`config.mk`:
```
export PLATFORM = sky130hd
export DESIGN_NAME = fifo_nregs
export DESIGN_NICKNAME = d
export VERILOG_FILES = /design/src/rtl/fifo_nregs.sv
export SDC_FILE = /design/constraint.sdc
export NUM_CORES = 1
export LEC_CHECK = 0
export CAP_MARGIN = 20
export CELL_PAD_IN_SITES_DETAIL_PLACEMENT = 0
export CELL_PAD_IN_SITES_GLOBAL_PLACEMENT = 1
export CORE_ASPECT_RATIO = 1.2
export CORE_UTILIZATION = 41
export DETAILED_ROUTE_END_ITERATION = 8
export PLACE_DENSITY_LB_ADDON = 0.3
export SKIP_CTS_REPAIR_TIMING = 1
export SYNTH_ARGS = -nofsm -noshare
export SYNTH_HDL_FRONTEND = slang
export SYNTH_SLANG_ARGS = --single-unit
```
`constraint.sdc`:
```
create_clock -name clk -period 2.5 [get_ports clk]
set_clock_uncertainty 0.1 [all_clocks]
set_input_delay 0.5 -clock clk [delete_from_list [all_inputs] [get_ports clk]]
set_output_delay 0.5 -clock clk [all_outputs]
set_load 0.05 [all_outputs]
```
`src/rtl/fifo_nregs.sv`:
```
// Small register-based FIFO, DEPTH entries, first-word-fall-through on dout.
// Registered empty/full/almost_full/count plus sticky overflow/underflow flags.
module fifo_nregs #(
  parameter int WIDTH = 16,
  parameter int DEPTH = 4,
  parameter int AFULL = 3,
  localparam int CW = $clog2(DEPTH + 1)
) (
  input  logic             rst,
  input  logic             clk,
  input  logic             srst,
  input  logic [WIDTH-1:0] din,
  input  logic             wr,
  input  logic             rd,
  output logic [WIDTH-1:0] dout,
  output logic             empty,
  output logic             full,
  output logic             almost_full,
  output logic [CW-1:0]    count,
  output logic             overflow,
  output logic             underflow
);
  localparam int PW = (DEPTH > 1) ? $clog2(DEPTH) : 1;

  logic [DEPTH-1:0][WIDTH-1:0] mem;
  logic [PW-1:0]               wptr, rptr;
  logic                        do_wr, do_rd;
  logic [CW-1:0]               count_nxt;

  // Wrap at DEPTH-1 explicitly so non-power-of-2 depths work.
  function automatic logic [PW-1:0] ptr_inc(input logic [PW-1:0] p);
    return (p == PW'(DEPTH - 1)) ? '0 : p + 1'b1;
  endfunction

  // A write into a full FIFO is accepted only when a read frees a slot this edge.
  assign do_wr     = wr && (!full || rd) && !srst;
  assign do_rd     = rd && !empty && !srst;
  assign count_nxt = count + CW'(do_wr) - CW'(do_rd);

  for (genvar i = 0; i < DEPTH; i++) begin : g_mem
    always_ff @(posedge clk)
      if (do_wr && (wptr == PW'(i))) mem[i] <= din;
  end

  assign dout = mem[rptr];

  always_ff @(posedge clk or posedge rst) begin
    if (rst) begin
      wptr        <= '0;
      rptr        <= '0;
      count       <= '0;
      empty       <= 1'b1;
      full        <= 1'b0;
      almost_full <= 1'b0;
      overflow    <= 1'b0;
      underflow   <= 1'b0;
    end else if (srst) begin
      wptr        <= '0;
      rptr        <= '0;
      count       <= '0;
      empty       <= 1'b1;
      full        <= 1'b0;
      almost_full <= 1'b0;
      overflow    <= 1'b0;
      underflow   <= 1'b0;
    end else begin
      if (do_wr) wptr <= ptr_inc(wptr);
      if (do_rd) rptr <= ptr_inc(rptr);
      count       <= count_nxt;
      empty       <= (count_nxt == '0);
      full        <= (count_nxt == CW'(DEPTH));
      almost_full <= (count_nxt >= CW'(AFULL));
      if (wr && full && !rd) overflow  <= 1'b1;
      if (rd && empty)       underflow <= 1'b1;
    end
  end
endmodule

```
==> results of run 1 <==
==> layer usage <==
| metal | track usage [%] | part of all wire, % |
|---|---|---|
| met4 | 6.70 | 0.87 |
| met1 | 16.3 | 39 |
| met2 | 27.8 | 55 |
| met5 | 0 | 0 |
| met3 | 5.07 | 4.6 |
==> cell usage in the layout (no fill, tap or decap), drive strengths merged <==
cell and count:
edfxtp 64, buf 34, clkdlybuf4s50 25, mux4 16, dfrtp 11, clkbuf 9, inv 9, nor2 8
ha 7, a21oi 5, and2 4, clkinv 4, dlymetal6s2s 3, nor2b 3, o21ai 2, mux2i 2
nand3b 1, nor3 1, xor2 1, xnor2 1, nand2b 1, nor4b 1, a31o 1, or4 1
fa 1, bufinv 1, dfstp 1
==> worst max path at each step <==
stage | start | to | slack, ps
floorplan | empty | full | -5
global placement | rd | full | -390
detailed placement | rd | full | -610
CTS | rd | full | -250
global route | full | full | -110
finish | full | full | 2
==> where the power goes <==
part	leakage [nW]	internal (mW)	switching, mW
combinational	0.595	0.417	0.591
sequential	0.738	1.47	0.0649
clock	0.0920	0.447	0.407
total	1.42	2.34	1.06
==> critical path, stage by stage, from the launching register on <==
cell and delay (ps):
dfrtp_2 410, nor2b_4 140, nor3_4 170, inv_1 60, ha_1 260, inv_1 50, ha_1 130, inv_1 50
fa_2 350, xor2_2 170, xnor2_2 190, nor4b_2 310
==> layout make-up <==
type	instances	area, um2	area share [%]
Sequential cell	76	2220	57.6
Multi-Input combinational cell	56	738	19.1
Timing Repair Buffer	62	584	15.1
Clock buffer	9	124	3.20
Tap cell	87	109	2.82
Clock inverter	6	55.1	1.42
Inverter	8	30.0	0.777
==> state kept, by name (all words and copies together), names as in the netlist <==
name         flops
full             1
underflow        1
overflow         1
mem             64
empty            1
almost_full      1
rptr             2
wptr             2
count            3
==> cell families after synthesis <==
family | share of synthesized area [%]
and+or+nand+nor | 3.64
buffers and inverters | 2.51
xor gates and xnor gates | 0.587
AOI/OAI and AO/OA | 1.47
muxes | 13.7
DFF | 74.4
adders and majority gates | 3.60
==> results.txt, run 1 <==
The tightest min-delay check is of the in2async type. The number of synthesized flops with an enable pin is 64. The height of the chip is 95.5 um.

The final number of max-transition violations came out at 0. The clock edge transition at the registers on the reported setup and hold paths is 70 ps. Clock tree synthesis inserted a total of 9 buffers. The minimum setup slack in the final design came out at 1.56 ps.

Setup repair after global routing could not meet its margin everywhere. The worst setup path is launched from a register. The highest attainable clock frequency came out at 0.400 GHz. The total cell area at the placement stage came out at 3630 um2. In the routed design, unresolved DRC markers number 0. The die extent in x came out at 79.9 um. The average footprint of a synthesized cell is 20.6 um2. Synthesis instantiated 26 different standard cells from the library. The post-route clock period utilization is 99.9%. With fillers left out, the area of the finished cells amounts to 3860 um2. The total die area is 7630 um2. The number of register bits inferred by synthesis came out at 76. The net count of the finished layout is 242. The total global routing overflow is 0.

Setup violations remaining at the end of the flow were counted as 0. The transition time at the pin with the least slew margin came out at 502 ps. In the final layout, the share of cells above drive strength 1 is 30.0%.

The site row count is 33. The worst supply voltage drop on vdd is 0.000548 V. The leakage power figure is 1.42 nW.

The critical path endpoint category is a register. The H-tree was split into 3 levels. The global-route total usage across every layer is 15.4%. The post-route core utilization came out at 55.7%. By instance count, the leading cell after synthesis is edfxtp_1.

The data required time of the critical path came out at 2630 ps. The sum of internal, switching and leakage power came out at 3.40 mW. The maximum clock insertion buffer count is 2.

The endpoint of the lowest-slack register-to-register path is full. Ranked by instance count, the synthesized netlist is headed by 64 x edfxtp_1, 11 x dfrtp_1. Counting every sink on the clock net gives 76.

The number of global-route vias before repair is 1605. The wire length of the first global-routing pass is 8160 um. The largest net degree at the start of global routing is 17. The I/O pin total came out at 45. After synthesis, the largest area contributor takes up 64.3% of total cell area. The via-per-instance ratio came out at 5.03.

The worst register-to-register path has a setup slack of 2 ps. Synthesis handed over a netlist of 145 instances. The overall routed net length came out at 5280 um. The clock insertion delay at the later pin of the skew report came out at 330 ps. The post-DP HPWL is 3560 um. The final non-filler cell total is 304. The number of antenna-violating nets in the routed design came out at 0. Clock tree synthesis selected as its root buffer the cell clkbuf_8. The number of placed instances, taps included, is 287.

The count of input and output buffers came out at 44. The critical path is of the reg2reg type. The fill cell instance count of the final layout came out at 552. Relative to the synthesized area, the layout overhead comes to 29.4%. The hold violation total from the final report is 0. The data arrival time of the worst path came out at 2630 ps. The time the final worst path needs with I/O delays and setup came out at 2500 ps.

The run finished with clean final reports. The worst-path maximum fanout is 4. The summed instance area of the synthesized netlist is 2990 um2. The total negative slack is 0 ps.

The cell depth of the worst flop-to-flop path came out at 11. The proportion of synthesized chip area in sequential cells is 74.4%. The initial antenna violation count is 0. The region available for standard cell placement spans 6940 um2.

The routed layout has 1529 vias. The total of max-cap violations came out at 0. Dividing the detail-routed wire length by the instance count gives 17.4 um. The repair_antennas step left the layout with diodes totalling 0. The number of warning messages in the yosys log is 0. The start of the worst register-to-register path is full. The top flip-flop cell by instance count after synthesis is edfxtp_1. The tightest hold margin came out at 375 ps. The pre-antenna-repair detailed-routing pass consisted of 4 iterations.

Headroom to the max-slew limit came out at 66.4%. The total nets after synthesis is 174. The largest area contributor in the synthesized netlist is edfxtp_1. For this run, asynchronously set or reset flops after synthesis account for 15.8%. After synthesis, the cell types taking the most area are edfxtp_1 64%, dfrtp_1 9.2%, mux4_1 7.0%.

The initial core utilization is 43.1%. For this design the ratio of total power to cell area is 880 nW/um2. The DRC marker count from the first detailed-route iteration came out at 64. TritonCTS built the clock tree. The worst slack at placement came out at -611 ps. The placer's final routability congestion estimate came out at 0.695.
No activity file was read; power rests on OpenSTA's default activity.
==> inputs of run 2 (changes only) <==
==> constraint.sdc (replaced) <==
create_clock -name clk -period 2.5 [get_ports clk]
set_clock_uncertainty 0.1 [all_clocks]
set_input_delay 0.5 -clock clk [delete_from_list [all_inputs] [get_ports clk]]
set_output_delay 0.5 -clock clk [all_outputs]
set_load 0.005 [all_outputs]
==> run 2 against run 1 <==
  * Global-route usage barely moved
  * Sequential share of layout area fell by 1.8 points
  * Cell count rose by 0.66%
  * Core utilization rose by 1.8 points
  * Routed wire length rose by 0.61%
  * Highest routed layer unchanged
  * Critical endpoint is now dout[12]
  * Hold slack barely moved
  * Critical path depth fell by 8
  * Setup slack improved by 60 ps
  * Design area rose by 3.3%
  * Flip-flop and latch count did not move
  * Die area did not move
  * Critical path type is now reg2out
==> results.txt, run 2 (synthesized netlist as in run 1, its figures left out) <==
In this run the critical register-to-register path is captured at full. The number of clock buffers inserted by TritonCTS was 9 (unchanged). The hold violation total from the final report is 0 (unchanged). The post-DP HPWL came out at 3560 um (about the same). The min-delay analysis places its worst path in the category in2async. The relative contribution of sequential cells to total power was 49.2% (+4.0 points). The share of power burned in the clock network came out at 28.4% (+3.3 points). The largest registers in the layout are mem (64), count (3). The worst supply voltage drop on vdd came out at 0.000477 V (-13%). The number of diodes added for antenna fixing came out at 0 (unchanged). The post-route clock period utilization is 97.5% (-2.4 points). The maximum clock insertion buffer count is 2 (unchanged).

The number of detailed-route iterations in the first pass was 4 (unchanged). The critical path is of the reg2out type. The fill cell instance count of the final layout came to 522 (-5.4%). The number of design rule violations left after detail routing came out at 0 (unchanged). The DRC marker count from the first detailed-route iteration came out at 69 (+7.8%). The most critical setup path has its endpoint at dout[12]. The leakage power figure came out at 1.54 nW (+8.0%). The critical path starts at rptr[0]. The initial antenna violation count came to 0 (unchanged). The initial core utilization came out at 43.1% (unchanged).

The site row count was 33 (unchanged). The signal on the critical path passes through buf_12 > mux4_2 > clkdlybuf4s50_1. The count of input and output buffers is 44 (unchanged).

The via count of the routed design was 1537 (+0.52%). The total core area came out at 6940 um2 (unchanged). The global-route total usage across every layer came out at 15.4% (+0.039 points). The transition time at the pin with the least slew margin is 479 ps (-22.6 ps). The wire length of the first global-routing pass came out at 8070 um (-1.1%).

The placer's final routability congestion estimate was 0.705 (+1.4%). STA classifies the critical path endpoint as a primary output. The total die area came out at 7630 um2 (unchanged). The final number of max-transition violations was 0 (unchanged). The worst-path maximum fanout was 9 (+5).

The height of the chip is 95.5 um (unchanged). The sum of internal, switching and leakage power is 3.11 mW (-8.6%). The clock tree root buffer cell is clkbuf_8. The reported net switching power is 0.748 mW (-30%). The cell depth of the worst flop-to-flop path is 10 (-1).

The post-route core utilization is 57.5% (+1.8 points). The headroom to the max-slew limit was 68.0% (+1.6 points). The via-per-instance ratio is 5.02 (-0.13%). The internal power of the cells came out at 2.36 mW (+1.0%). The die extent in x is 79.9 um (unchanged). The logic gate share of total power is 22.3% (-7.3 points). The CTS tree is built. The number of global-route vias before repair is 1670 (+4.0%). The number of stages on the worst setup path is 3 (-8).

The critical path's largest stage delay came out at 500 ps (+90 ps). The tightest hold margin is 375 ps (+0.390 ps). The time the final worst path needs with I/O delays and setup came to 2440 ps (-60.5 ps). The register with the highest flop count is mem. The share of cells above drive strength 1 is 24.7% (-5.3 points).

The critical-path cell with the highest stage delay is mux4_2. The flip-flop count of the largest register, all copies and words added is 64 (unchanged). The final setup violation count came to 0 (unchanged). The number of antenna-violating nets in the routed design came out at 0 (unchanged). The total cell area at the placement stage is 3630 um2 (about the same). The proportion of total power due to net switching came out at 24.1% (-7.2 points). The number of buffer and inverter instances along the worst setup path is 2 (-1). The total global routing overflow came out at 0 (unchanged). In the layout the commonest cells are 64 x edfxtp_1, 30 x clkdlybuf4s50_1, 14 x dlymetal6s2s_1, 11 x buf_4, 10 x dfrtp_1. Setup repair after global routing could not meet its margin everywhere. The net count of the finished layout came out at 243 (+0.41%).

Compared with the post-synthesis result, the final layout area differs by 33.6%. The total of max-cap violations is 0 (unchanged). The overall routed net length is 5310 um (+0.61%).

Leaving out fill and tap cells, the most frequent cell in the layout is edfxtp_1. The number of clock sinks seen by CTS came out at 76 (unchanged). The start of the worst register-to-register path is empty. The design area is 3990 um2 (+3.3%). The register-to-register setup slack came to 90 ps (+90 ps).

The data arrival time of the worst path came out at 1840 ps (-790 ps). The flow ran to the end, and the final reports show no timing, DRC or antenna violations. The clock insertion delay at the later pin of the skew report came to 330 ps (about the same). The I/O pin total came to 45 (unchanged). The CTS H-tree depth is 3 (unchanged). The data required time of the critical path came out at 1900 ps (-730 ps). The largest net degree at the start of global routing is 17 (unchanged). STA classifies the critical path startpoint as a register. The clock edge transition at the registers on the reported setup and hold paths came out at 80 ps (about the same). The highest attainable clock frequency came out at 0.410 GHz (+2.5%). The areal power density over the cells came out at 779 nW/um2 (-11%).

The total negative slack is 0 ps (unchanged). The family with the most delay on the worst path is buffers and inverters. The average wire length per cell after detail routing is 17.3 um (about the same).
## run 2: cell types whose count changed in the layout (fill, tap and decap cells not counted), moves of 2 or more
cell / change
clkdlybuf4s50_1: +5
clkinv_4: +2
clkinv_1: -3
buf_12: +2
dlymetal6s2s_1: +11
clkinv_2: +3
buf_4: -19
## run 2: power groups by stage
stage,clock (mW),sequential (mW),combinational [mW]
floorplan,0,1.54,0.317
global placement,0,1.54,0.606
detailed placement,0,1.55,0.628
CTS,0.909,1.52,0.631
global route,0.966,1.54,0.751
finish,0.884,1.53,0.694
## run 2: how the worst min path moves through the flow
stage | end | slack [ps]
final | wptr[1] | 380
after global placement | overflow | 390
after floorplan | almost_full | 260
after CTS | overflow | 370
after detailed placement | overflow | 400
after global routing | almost_full | 410
## run 2: area by class of cell
cell class / instances / area [um2] / share of cell area [%]
Clock buffer: 9 / 124 / 3.10
Clock inverter: 7 / 67.6 / 1.69
Inverter: 8 / 30.0 / 0.752
Multi-Input combinational cell: 56 / 727 / 18.2
Sequential cell: 76 / 2220 / 55.7
Tap cell: 87 / 109 / 2.73
Timing Repair Buffer: 63 / 709 / 17.8
## run 2: worst register-to-register path, delay by kind of cell, from the launching register on
kind	cells	cell delay [ps]
xor gates and xnor gates	2	350
adders and majority gates	3	740
buffers and inverters	2	100
DFF	1	580
and+or+nand+nor	3	450
## run 2: metrics by stage
step / setup WS (ps) / cells
2_1_floorplan: 30.8 / 145
3_3_place_gp: -472 / 283
3_5_place_dp: -548 / 283
4_1_cts: -232 / 299
5_1_grt: -66.0 / 306
6_report: 62.1 / 306
## run 2: metal layers
layer / vias up / wire length, um / track usage (%)
met2: 44 / 2860 / 28.4
met1: 770 / 2120 / 16.7
met4: 0 / 82 / 6.40
met3: 9 / 243 / 4.11
met5: - / 0 / 0
li1: 714 / - / -
==> inputs of run 3 (changes only) <==
HOLD_SLACK_MARGIN = 0.08   (was default)
TNS_END_PERCENT = 5   (was default)
==> run 3 against run 2 <==
  * First-iteration DRC count is 22% higher
  * Count of clock-buffer cells in the layout unchanged
  * Total power fell by 0.35%
  * Setup slack got worse by 80 ps
  * Register-to-register slack barely moved
  * Sequential share of layout area rose by 0.21 points
  * Core utilization shrank 0.22 points
  * Critical path depth stayed put
  * Design area down 0.38%
  * Flip-flop and latch count unchanged
  * Clock power is essentially flat
  * The run now ends with setup timing left
  * Via count grew 0.39%
==> results.txt, run 3 (synthesized netlist as in run 1, its figures left out) <==
The flow ran to the end, but the final reports show violations. The checks that failed: setup timing. The maximum clock insertion buffer count is 2 (unchanged).

Leaving out fill and tap cells, the most frequent cell in the layout is edfxtp_1. The worst register-to-register path begins at empty. The clock insertion delay at the later pin of the skew report is 330 ps (about the same). The data required time of the critical path came out at 1900 ps (about the same). The count of input and output buffers came out at 44 (unchanged).

The critical path endpoint category is a primary output. The highest attainable clock frequency came out at 0.397 GHz (-3.2%). The number of buffer and inverter instances along the worst setup path came to 2 (unchanged).

The number of clock buffers inserted by TritonCTS is 9 (unchanged). The number of design rule violations left after detail routing came out at 0 (unchanged). The via-per-instance ratio is 5.08 (+1.1%).

The net count of the finished layout is 241 (-0.82%). The die extent in x came out at 79.9 um (unchanged). The global-route total usage across every layer came to 15.4% (unchanged). The post-route core utilization is 57.3% (-0.22 points). The site row count came out at 33 (unchanged). The average wire length per cell after detail routing is 17.4 um (+0.47%). The clock edge transition at the registers on the reported setup and hold paths is 80 ps (about the same). The hold violation total from the final report is 0 (unchanged). The final setup violation count came out at 1 (+1). The minimum setup slack in the final design is -18.2 ps (-80.2 ps). Following the worst setup path forward leads to its endpoint at dout[9].

The total global routing overflow came to 0 (unchanged). The initial antenna violation count is 0 (unchanged). The height of the chip is 95.5 um (unchanged).

The placer's final routability congestion estimate is 0.705 (unchanged). The total of max-cap violations is 0 (unchanged). The data arrival time of the worst path is 1920 ps (+80 ps). The DRC marker count from the first detailed-route iteration was 84 (+22%). The CTS tree is built.

The sum of met2 wire segment lengths after detailed routing came out at 2880 um (+0.59%). The CTS H-tree depth came out at 3 (unchanged). The family with the most delay on the worst path is buffers and inverters. STA classifies the critical path startpoint as a register.

The total die area came out at 7630 um2 (unchanged). The critical path starts at rptr[0]. The clock tree root buffer cell is clkbuf_8. The final non-filler cell total came out at 304 (-0.65%).

The number of global-route vias before repair was 1670 (unchanged). The areal power density over the cells is 779 nW/um2 (about the same). Traced cell by cell, the critical path runs through buf_12 > mux4_2 > clkdlybuf4s50_1. The number of diodes added for antenna fixing came out at 0 (unchanged). The tightest hold margin came to 375 ps (-0.0550 ps). The time the final worst path needs with I/O delays and setup came out at 2520 ps (+80.2 ps). The largest registers in the layout are mem (64), count (3). The overall routed net length is 5300 um (-0.19%). The total core area came to 6940 um2 (unchanged). The relative area change from synthesis to final layout came out at 33.1%. The wire length of the first global-routing pass came out at 8070 um (unchanged). The wire length on met1 is 2100 um (-1.0%). The total cell area at the placement stage came out at 3630 um2 (unchanged). The uppermost metal layer occupied by signal nets is met4.

The flip-flop count of the largest register, all copies and words added came out at 64 (unchanged). The headroom to the max-slew limit came to 68.0% (about the same). The number of cells after detailed placement is 283 (unchanged). The cell depth of the worst flop-to-flop path is 10 (unchanged). The critical path's largest stage delay is 510 ps (about the same). The worst supply voltage drop on vdd came to 0.000477 V (about the same). The routed wire length on met3 is 237 um (-2.5%).

The number of detailed-route iterations in the first pass is 4 (unchanged). The number of clock sinks seen by CTS came to 76 (unchanged). The final number of max-transition violations came out at 0 (unchanged). For this design, the slowest cell found on the critical path is mux4_2.

The endpoint of the lowest-slack register-to-register path is full. The min-delay analysis places its worst path in the category in2async. The transition time at the pin with the least slew margin came out at 479 ps (+0.0229 ps). The I/O pin total is 45 (unchanged). The number of antenna-violating nets in the routed design is 0 (unchanged). The post-route clock period utilization is 101% (+3.2 points). The share of cells above drive strength 1 came out at 24.0% (-0.69 points). The sum of internal, switching and leakage power is 3.10 mW (-0.35%). Setup repair after global routing could not meet its margin everywhere.

The design area is 3980 um2 (-0.38%). The largest net degree at the start of global routing is 17 (unchanged). The initial core utilization is 43.1% (unchanged). The via count of the routed design came out at 1543 (+0.39%). The leakage power figure is 1.53 nW (-0.69%).

The worst-path maximum fanout is 9 (unchanged). The register with the highest flop count is mem. The post-DP HPWL is 3560 um (unchanged).

The register-to-register setup slack is 90 ps (about the same). The type of the setup path with the least slack is reg2out. In the layout the commonest cells are 64 x edfxtp_1, 30 x clkdlybuf4s50_1, 14 x dlymetal6s2s_1, 10 x dfrtp_1. The number of stages on the worst setup path is 3 (unchanged).
run 3: cell count changes in the layout (fill, tap and decap cells not counted), sizes merged:
cell | previous run | this run
buf | 18 | 16
run 3: per-layer routing:
layer  track usage (%)  vias to the layer above
met3              4.11                        9
met2              28.4                       42
met1              16.7                      781
met4              6.40                        0
li1                  -                      711
met5                 0                        -
run 3: worst min path at each step:
stage	start	end	slack, ps	depth (start not counted)
floorplan	rst	almost_full	260	1
global placement	overflow	overflow	390	2
detailed placement	overflow	overflow	400	2
CTS	rst	overflow	370	2
global route	rst	almost_full	410	2
finish	rst	wptr[1]	380	2
run 3: where the power goes:
| group | switching, mW | internal, mW |
|---|---|---|
| clock network | 0.427 | 0.457 |
| logic | 0.257 | 0.422 |
| registers | 0.0618 | 1.47 |
| total | 0.746 | 2.35 |
run 3: layout make-up:
type                    instances  area, um2
clock buffers                   9        124
fillers                       522       2960
repair buffers                 61        694
flip-flops and latches         76       2220
well taps                      87        109
multi-input cells              56        727
inverters                       8       30.0
clock inverters                 7       67.6
run 3: stage by stage:
stage               setup WS (ps)  TNS (ps)
detailed placement           -548     -2300
global route                -87.0      -413
floorplan                    30.8         0
finish                      -18.2     -18.2
CTS                          -232     -1540
global placement             -472     -1960
